### src/rtl/key_pkg.sv
// Shared types and default timing constants for the key_debounce input conditioner.
package key_pkg;

  typedef enum logic [1:0] {
    RELEASED = 2'd0,
    PRESSED  = 2'd1,
    LONG     = 2'd2
  } key_state_t;

  // 20 ms and 1 s at a 100 MHz system clock
  localparam int KEY_DEBOUNCE_DEFAULT = 2_000_000;
  localparam int KEY_LONG_DEFAULT     = 100_000_000;

endpackage

### src/rtl/key_debounce_ch.sv
// One button channel: 2-flop synchroniser, debounce counter, press/release FSM.
// Long-press detection (hold counter, LONG state) is built only with KEY_LONG_PRESS_EN.
//
// state    | meaning
// RELEASED | accepted level 0, hold counter kept clear
// PRESSED  | accepted level 1, hold counter running toward the long threshold
// LONG     | accepted level 1, long pulse already issued, hold counter frozen
module key_debounce_ch
  import key_pkg::*;
#(
  parameter int DEBOUNCE_CNT = KEY_DEBOUNCE_DEFAULT,
  parameter int LONG_CNT     = KEY_LONG_DEFAULT
) (
  input  logic i_clk,
  input  logic i_rst,
  input  logic i_btn,
  output logic o_level,
  output logic o_press,
  output logic o_release,
  output logic o_long
);

  localparam int DW = $clog2(DEBOUNCE_CNT) + 1;

  logic          r_s1;
  logic          r_s2;
  logic [DW-1:0] r_dcnt;
  key_state_t    r_state;
  key_state_t    w_state_nxt;
  logic          r_press;
  logic          r_release;
  logic          r_long;
  logic          w_press_nxt;
  logic          w_release_nxt;
  logic          w_long_nxt;
  logic          w_level;
  logic          w_accept;
  logic          w_hold_done;

  assign w_level  = (r_state != RELEASED);
  assign w_accept = (r_s2 != w_level) && (r_dcnt == DW'(DEBOUNCE_CNT - 1));

  // Any single cycle of agreement with the accepted level restarts the count
  always_ff @(posedge i_clk) begin
    if (i_rst) begin
      r_s1   <= 1'b0;
      r_s2   <= 1'b0;
      r_dcnt <= '0;
    end else begin
      r_s1 <= i_btn;
      r_s2 <= r_s1;
      if ((r_s2 == w_level) || w_accept) r_dcnt <= '0;
      else                               r_dcnt <= r_dcnt + 1'b1;
    end
  end

`ifdef KEY_LONG_PRESS_EN
  localparam int HW = $clog2(LONG_CNT) + 1;

  logic [HW-1:0] r_hcnt;

  assign w_hold_done = (r_hcnt == HW'(LONG_CNT - 1));

  // Stops at the threshold; LONG holds it frozen until release
  always_ff @(posedge i_clk) begin
    if (i_rst || (r_state == RELEASED)) begin
      r_hcnt <= '0;
    end else if ((r_state == PRESSED) && !w_hold_done) begin
      r_hcnt <= r_hcnt + 1'b1;
    end
  end
`else
  logic w_unused_long;

  assign w_hold_done   = 1'b0;
  assign w_unused_long = (LONG_CNT > DEBOUNCE_CNT);
`endif

  always_comb begin
    w_state_nxt   = r_state;
    w_press_nxt   = 1'b0;
    w_release_nxt = 1'b0;
    w_long_nxt    = 1'b0;
    case (r_state)
      RELEASED: begin
        if (w_accept) begin
          w_state_nxt = PRESSED;
          w_press_nxt = 1'b1;
        end
      end
      PRESSED: begin
        // Release takes precedence over a coincident long threshold
        if (w_accept) begin
          w_state_nxt   = RELEASED;
          w_release_nxt = 1'b1;
        end else if (w_hold_done) begin
          w_state_nxt = LONG;
          w_long_nxt  = 1'b1;
        end
      end
`ifdef KEY_LONG_PRESS_EN
      LONG: begin
        if (w_accept) begin
          w_state_nxt   = RELEASED;
          w_release_nxt = 1'b1;
        end
      end
`endif
      default: w_state_nxt = RELEASED;
    endcase
  end

  always_ff @(posedge i_clk) begin
    if (i_rst) begin
      r_state   <= RELEASED;
      r_press   <= 1'b0;
      r_release <= 1'b0;
      r_long    <= 1'b0;
    end else begin
      r_state   <= w_state_nxt;
      r_press   <= w_press_nxt;
      r_release <= w_release_nxt;
      r_long    <= w_long_nxt;
    end
  end

  assign o_level   = w_level;
  assign o_press   = r_press;
  assign o_release = r_release;
  assign o_long    = r_long;

endmodule

### src/rtl/key_debounce.sv
// N independent push-button conditioners producing clean level and press/release/long pulses.
// Optional long-press detection is enabled by defining KEY_LONG_PRESS_EN.
module key_debounce
  import key_pkg::*;
#(
  parameter int N            = 4,
  parameter int DEBOUNCE_CNT = KEY_DEBOUNCE_DEFAULT,
  parameter int LONG_CNT     = KEY_LONG_DEFAULT
) (
  input  logic         clk,
  input  logic         rst,
  input  logic [N-1:0] btn_in,
  output logic [N-1:0] btn_level,
  output logic [N-1:0] btn_press,
  output logic [N-1:0] btn_release,
  output logic [N-1:0] btn_long
);

  for (genvar g = 0; g < N; g++) begin : g_ch
    key_debounce_ch #(
      .DEBOUNCE_CNT (DEBOUNCE_CNT),
      .LONG_CNT     (LONG_CNT)
    ) u_ch (
      .i_clk     (clk),
      .i_rst     (rst),
      .i_btn     (btn_in[g]),
      .o_level   (btn_level[g]),
      .o_press   (btn_press[g]),
      .o_release (btn_release[g]),
      .o_long    (btn_long[g])
    );
  end

endmodule

### config.mk
export PLATFORM = sky130hd
export DESIGN_NAME = key_debounce
export DESIGN_NICKNAME = d
export VERILOG_FILES = /design/src/rtl/key_pkg.sv /design/src/rtl/key_debounce_ch.sv /design/src/rtl/key_debounce.sv
export SDC_FILE = /design/constraint.sdc
export NUM_CORES = 1
export LEC_CHECK = 0
export ABC_AREA = 1
export ABC_CLOCK_PERIOD_IN_PS = 1900
export BUFFER_PORTS_ARGS = -buffer_cell sky130_fd_sc_hd__buf_4
export CORE_MARGIN = 2
export CORE_UTILIZATION = 45
export DETAILED_ROUTE_END_ITERATION = 10
export GPL_TIMING_DRIVEN = 0
export PLACE_DENSITY = 0.69
export SYNTH_ARGS = -nofsm -noshare
export SYNTH_HDL_FRONTEND = slang
export SYNTH_SLANG_ARGS = --single-unit
### constraint.sdc
create_clock -name clk -period 1.9 [get_ports clk]
set_input_delay 0.19 -clock clk [delete_from_list [all_inputs] [get_ports clk]]
set_output_delay 0.19 -clock clk [all_outputs]
set_load 0.01 [all_outputs]
# --- Word-level counts from Yosys, hierarchy flattened ---
# Index checks and enable logic that the tools add are counted.
classes:
  add_sub_neg: 4
  n_mul: 0
  div_mod_pow: 0
  magnitude_cmp: 0
  n_eq_ne: 24
  shifts: 0
  mux: 16
  bitwise: 8
  reduce_logical: 32
op_table:
  columns: ["operator", "count"]
  rows:
  - ["22-bit by 1-bit adder with 22-bit output, second input constant", 4]
  - ["22-bit by 21-bit equality test with 1-bit output, second input constant", 4]
  - ["2-bit OR reduction", 12]
  - ["2-bit two-way mux", 8]
  - ["2-bit by 1-bit inequality test with 1-bit output, second input constant", 8]
  - ["2-bit case mux with 2 select lines", 4]
  - ["2-bit by 1-bit equality test with 1-bit output, second input constant", 4]
  - ["2-bit logical NOT", 4]
  - ["1-bit inverter", 8]
  - ["2-bit AND reduction", 4]
  - ["2-bit nonzero test", 4]
  - ["1-bit equality test", 4]
  - ["1-bit logical AND", 4]
  - ["1-bit logical OR", 4]
  - ["1-bit two-way mux", 4]
  - ["1-bit inequality test", 4]
totals:
  ff_bits: 112
  latch_bits: 0
  ramBits: 0
  mem_bits_ro: 0
  inputBits: 6
  output_inout_bits: 16
  word_cells: 108
  memories: 0

# --- Longest topological paths before layout ---
logic_depth:
  depth_word: 5
  depth_mapped: 9
  mapped_depth_nobuf: 9

# --- By module ---
# Synthesis repeated with hierarchy kept, for this count alone.
hier_totals:
  hier_cells: 834
  hier_area_um2: 5655.4
by_module_without_submodules:
  columns: ["mod", "instances", "cells_each", "area_per_inst_um2", "seq_area_each_um2"]
  rows:
  - ["key_debounce_ch (g_ch[0].u_ch ...)", 3, 211, 1433.9, 540.5]
  - ["key_debounce_ch (g_ch[3].u_ch)", 1, 201, 1353.8, 540.5]

# --- Worst setup path after synthesis ---
# No wires, ideal clock.
synth_path:
  path_kind: "reg-to-reg"
  from: "register g_ch[1].u_ch.r_dcnt[0]"
  to: "register g_ch[1].u_ch.r_dcnt[12]"
  setup_ns: 0.115
  arrival_time_ns: 1.291
  t_required_ns: 1.785
  slack_ns: 0.494
  stages_incl_launch_ff: 8
  n_path_buf: 1
  synth_period_minus_slack_ns: 1.406
  cell_sequence: "dfxtp_1 -> ha_1 -> nand3_2 -> nor2_1 -> nand3_1 -> nand3_2 -> buf_4 -> nor2_1"
synth_via:
  elab_chain_cells: 4
  elab_cells_between_ends: 5
  cone_classes: "add/sub (1); eq/ne (1); reduce/logical (3)"
synth_lines:
  columns: ["item", "line", "source"]
  rows:
  - ["start: declaration", "key_debounce_ch.sv:27", "logic [DW-1:0] r_dcnt;"]
  - ["start signal: assignment", "key_debounce_ch.sv:53", "else r_dcnt <= r_dcnt + 1'b1;"]
  - ["branches (longest 4 deep; another with 22-bit by 1-bit adder with 22-bit output)", null, null]
# Several ways; the timed one is not identified.
# A chain may end at the register's enable or synchronous reset.

# --- Final worst setup path ---
layout_path:
  from: "register g_ch[1].u_ch.r_dcnt[0]"
  to: "register g_ch[1].u_ch.r_dcnt[14]"
# The elaborated chain is that of the path after synthesis.

==> flow_summary_export.csv <==
group,metric,value,unit
status,status,"complete, no violations",
detailed_routing,wl_per_cell,10.8,µm
global_routing,antenna_found_initial,0,
pwr,p_int,0.00333,W
sta,fin_worst_skew,5.39,ps
sta,timing.final.crit_share,85.9,%
sta,min_period,1630,ps
sta,setup-tns-final,0,ps
pwr,p_switching,0.000876,W
detailed_routing,totalWireLength,10200,µm
pwr,sequentialPowerShare,54.1,%
clocking,cts_tree,"yes",
final_layout,n_fill_cell,1112,
pwr,powerDensity,709,nW/µm²
clocking,clk_latency,350,ps
placement,port-buffer-count,16,
synthesis,ys_seq_area_share,40.6,%
detailed_routing,num_vias,4439,
synthesis,synth.area.mux_share,0,%
final_layout,antenna_cells,0,
floorplan,initial_core_util,46.5,%
synthesis,synth_top_family_by_area,"simple AND/OR/NAND/NOR gates",
detailed_routing,remaining_drc_errors,0,
detailed_routing,drt_first_iter_violations,180,
clocking,ctsResizeCount,0,
worst_setup_path,cp_slowest_stage_delay,370,ps
worst_setup_path,slowest_stage,"dfxtp_1",
worst_setup_path,cp_cell_sequence,"ha_1 -> nand3_2 -> nor2_1 -> nand3_1 -> nand3_2 -> buf_4 -> nor2_1",
worst_setup_path,cp_max_fo,10,
clocking,cts_buffer_depth,2,
synthesis,synthAdderAreaFrac,0.939,%
clocking,cts-buffers-inserted,9,
clocking,post-cts-setup-buffer-count,0,
synthesis,yosys.area_share.simple,39.1,%
floorplan,die_h,113,µm
run,cap_viol_max_count,0,
pwr,switching_share,20.8,%
clocking,clock-sinks,108,
worst_setup_path,required,2150,ps
floorplan,die_area,12700,µm²
synthesis,syn_area,5330,µm²
sta,finalHoldViolCount,0,
clocking,clk_pin_slew,70,ps
global_routing,grt_first_pass_wirelength,17500,µm
global_routing,grt.overflow.total,0,
synthesis,syn_avg_cell_area,6.91,µm²
worst_setup_path,worstPathArrival,1880,ps
final_layout,final_nets,811,
floorplan,ios,22,
floorplan,coreArea,11500,µm²
final_layout,syn2layout_area_growth,11.5,%
clocking,h-tree-depth,3,
final_layout,drive_gt1_share,9.80,%
placement,placed_area,5640,µm²
worst_hold_path,holdPathStages,3,
synthesis,ys_top_cells_by_area,"dfxtp_1, nor2_1, nand2_1",
worst_setup_path,crit_path_start_kind,"register",
final_layout,regArea,2160,µm²
detailed_routing,via_per_inst,4.68,
detailed_routing,firstDrtPassIters,4,
synthesis,ys_ff_latch,108,
sta,rsz0062_at_grt,"false",
clocking,cts_root_buf,"clkbuf_16",
synthesis,yosys.area_share.xor_xnor,6.74,%
worst_setup_path,endpoint_kind,"register",
pwr,power.leakage,1.94,nW
synthesis,synth_top_cell_area_share,40.6,%
pwr,clockPowerShare,44.3,%
detailed_routing,drtAntennaViolNets,0,
sta,relSlewSlack,56.9,%
worst_setup_path,reg2reg_depth,7,
synthesis,yosysWarnings,0,
pwr,irDropWorstVdd,0.821,mV
sta,setup_viol,0,
global_routing,grt_usage,17.0,%
synthesis,synth_top_cell_by_area,"dfxtp_1",
floorplan,die_w,113,µm
worst_setup_path,crit_type,"reg -> reg",
worst_setup_path,r2r_slack,270,ps
global_routing,grt_pass1_vias,3866,
pwr,finalPower,0.00421,W
clocking,holdBufCountCts,0,
sta,timing.hold.ws,36.5,ps
final_layout,multi_input_area,2730,µm²
global_routing,grt_max_degree,17,
floorplan,fp-row-count,39,
sta,worstMarginPinSlew,642,ps
pwr,combPwrFrac,1.6,%
synthesis,syn_inst,771,
sta,slew_viol_final,0,
final_layout,fin_area,5940,µm²
synthesis,synth-compound-area-share,4.06,%
placement,dp_hpwl,7570,µm
worst_hold_path,hold_path_class,"in -> reg",
sta,max_freq,613,MHz
synthesis,yosysUniqueCellTypes,27,
placement,gp_congestion,0.906,
## cell usage after synthesis
| master | number |
|---|---|
| ha_1 | 4 |
| a21oi_1 | 27 |
| inv_1 | 70 |
| nand3b_1 | 14 |
| buf_6 | 2 |
| or2_0 | 3 |
| xnor2_1 | 18 |
| or2_2 | 3 |
| o21bai_1 | 7 |
| o21ai_1 | 1 |
| nand4_1 | 13 |
| nand3_1 | 48 |
| nor2_4 | 5 |
| a21oi_2 | 1 |
| nand3_2 | 8 |
| nand2_2 | 2 |
| conb_1 | 1 |
| nor3_1 | 8 |
| xor2_1 | 23 |
| buf_4 | 20 |
| clkbuf_1 | 2 |
| nand2_1 | 186 |
| nor2_1 | 187 |
| o21ai_0 | 3 |
| nor2_2 | 5 |
| buf_2 | 2 |
| dfxtp_1 | 108 |
## cells by family (layout without fill, tap and decap cells)
logic type                 after synthesis  count (layout)
buffers and inverters                   96             128
and+or+nand+nor                        482             482
AOI/OAI and AO/OA                       39              39
xor gates and xnor gates                41              41
DFF                                    108             108
adders and majority gates                4               4
other                                    1               4
## sequential cells by signal, summed over array words and instances, names as in the netlist
name                 count
g_ch.u_ch.r_s1           4
g_ch.u_ch.r_s2           4
g_ch.u_ch.o_press        4
g_ch.u_ch.r_state        4
g_ch.u_ch.r_dcnt        88
g_ch.u_ch.o_release      4
## metal layers
metal,global-route usage (%),part of all wire [%]
met1,23.0,52
met2,26.4,44
met3,5.36,3.4
met4,4.15,1.1
met5,0,0
## critical path, delay by kind of cell, from the launching register on
family / cells / cell delay [ps]
buffers and inverters: 1 / 190
adder cells (fa/ha/maj): 1 / 290
AND/OR/NAND/NOR: 5 / 680
flip-flops: 1 / 370
## stage by stage
stage / util, % / worst slack, ps / instances
after floorplan: - / 494 / 774
after global placement: 49.2 / 251 / 933
after detailed placement: 49.2 / 243 / 933
after CTS: 51.8 / 235 / 949
after global routing: 51.8 / 90.8 / 949
final: 51.8 / 267 / 949
## area by class of cell
cell class,instances,share of cell area [%]
buffer,26,3.20
clock buffer,14,4.78
clock inverter,2,0.274
inverter,70,4.42
multi-input combinational,570,45.9
sequential,108,36.4
tap,143,3.01
timing repair buffer,16,2.02
## worst paths after layout
| kind | from | endpoint |
|---|---|---|
| max reg2reg | g_ch[1].u_ch.r_dcnt[0] | g_ch[1].u_ch.r_dcnt[14] |
| min | btn_in[3] | g_ch[3].u_ch.r_s1 |
| min reg2reg | g_ch[0].u_ch.r_s1 | g_ch[0].u_ch.r_s2 |
| max | g_ch[1].u_ch.r_dcnt[0] | g_ch[1].u_ch.r_dcnt[14] |
## power groups by stage
stage,clock network [W],logic [W],registers [W]
2_1_floorplan,0,0.0000477,0.00233
3_3_place_gp,0,0.0000670,0.00233
3_5_place_dp,0,0.0000672,0.00233
4_1_cts,0.00193,0.0000676,0.00228
5_1_grt,0.00202,0.0000756,0.00228
6_report,0.00186,0.0000663,0.00228
## placed cells by master (no fill, tap or decap), types with 8 or more instances in the layout
cell type  count
a21oi_1       27
nor2_1       187
nand3b_1      14
xnor2_1       18
xor2_1        23
nand3_1       48
nand4_1       13
nor3_1         8
buf_4         36
inv_1         70
nand3_2        8
dfxtp_1      108
nand2_1      186
clkbuf_16      9
Note: power is estimated with default switching activity, not from simulation.
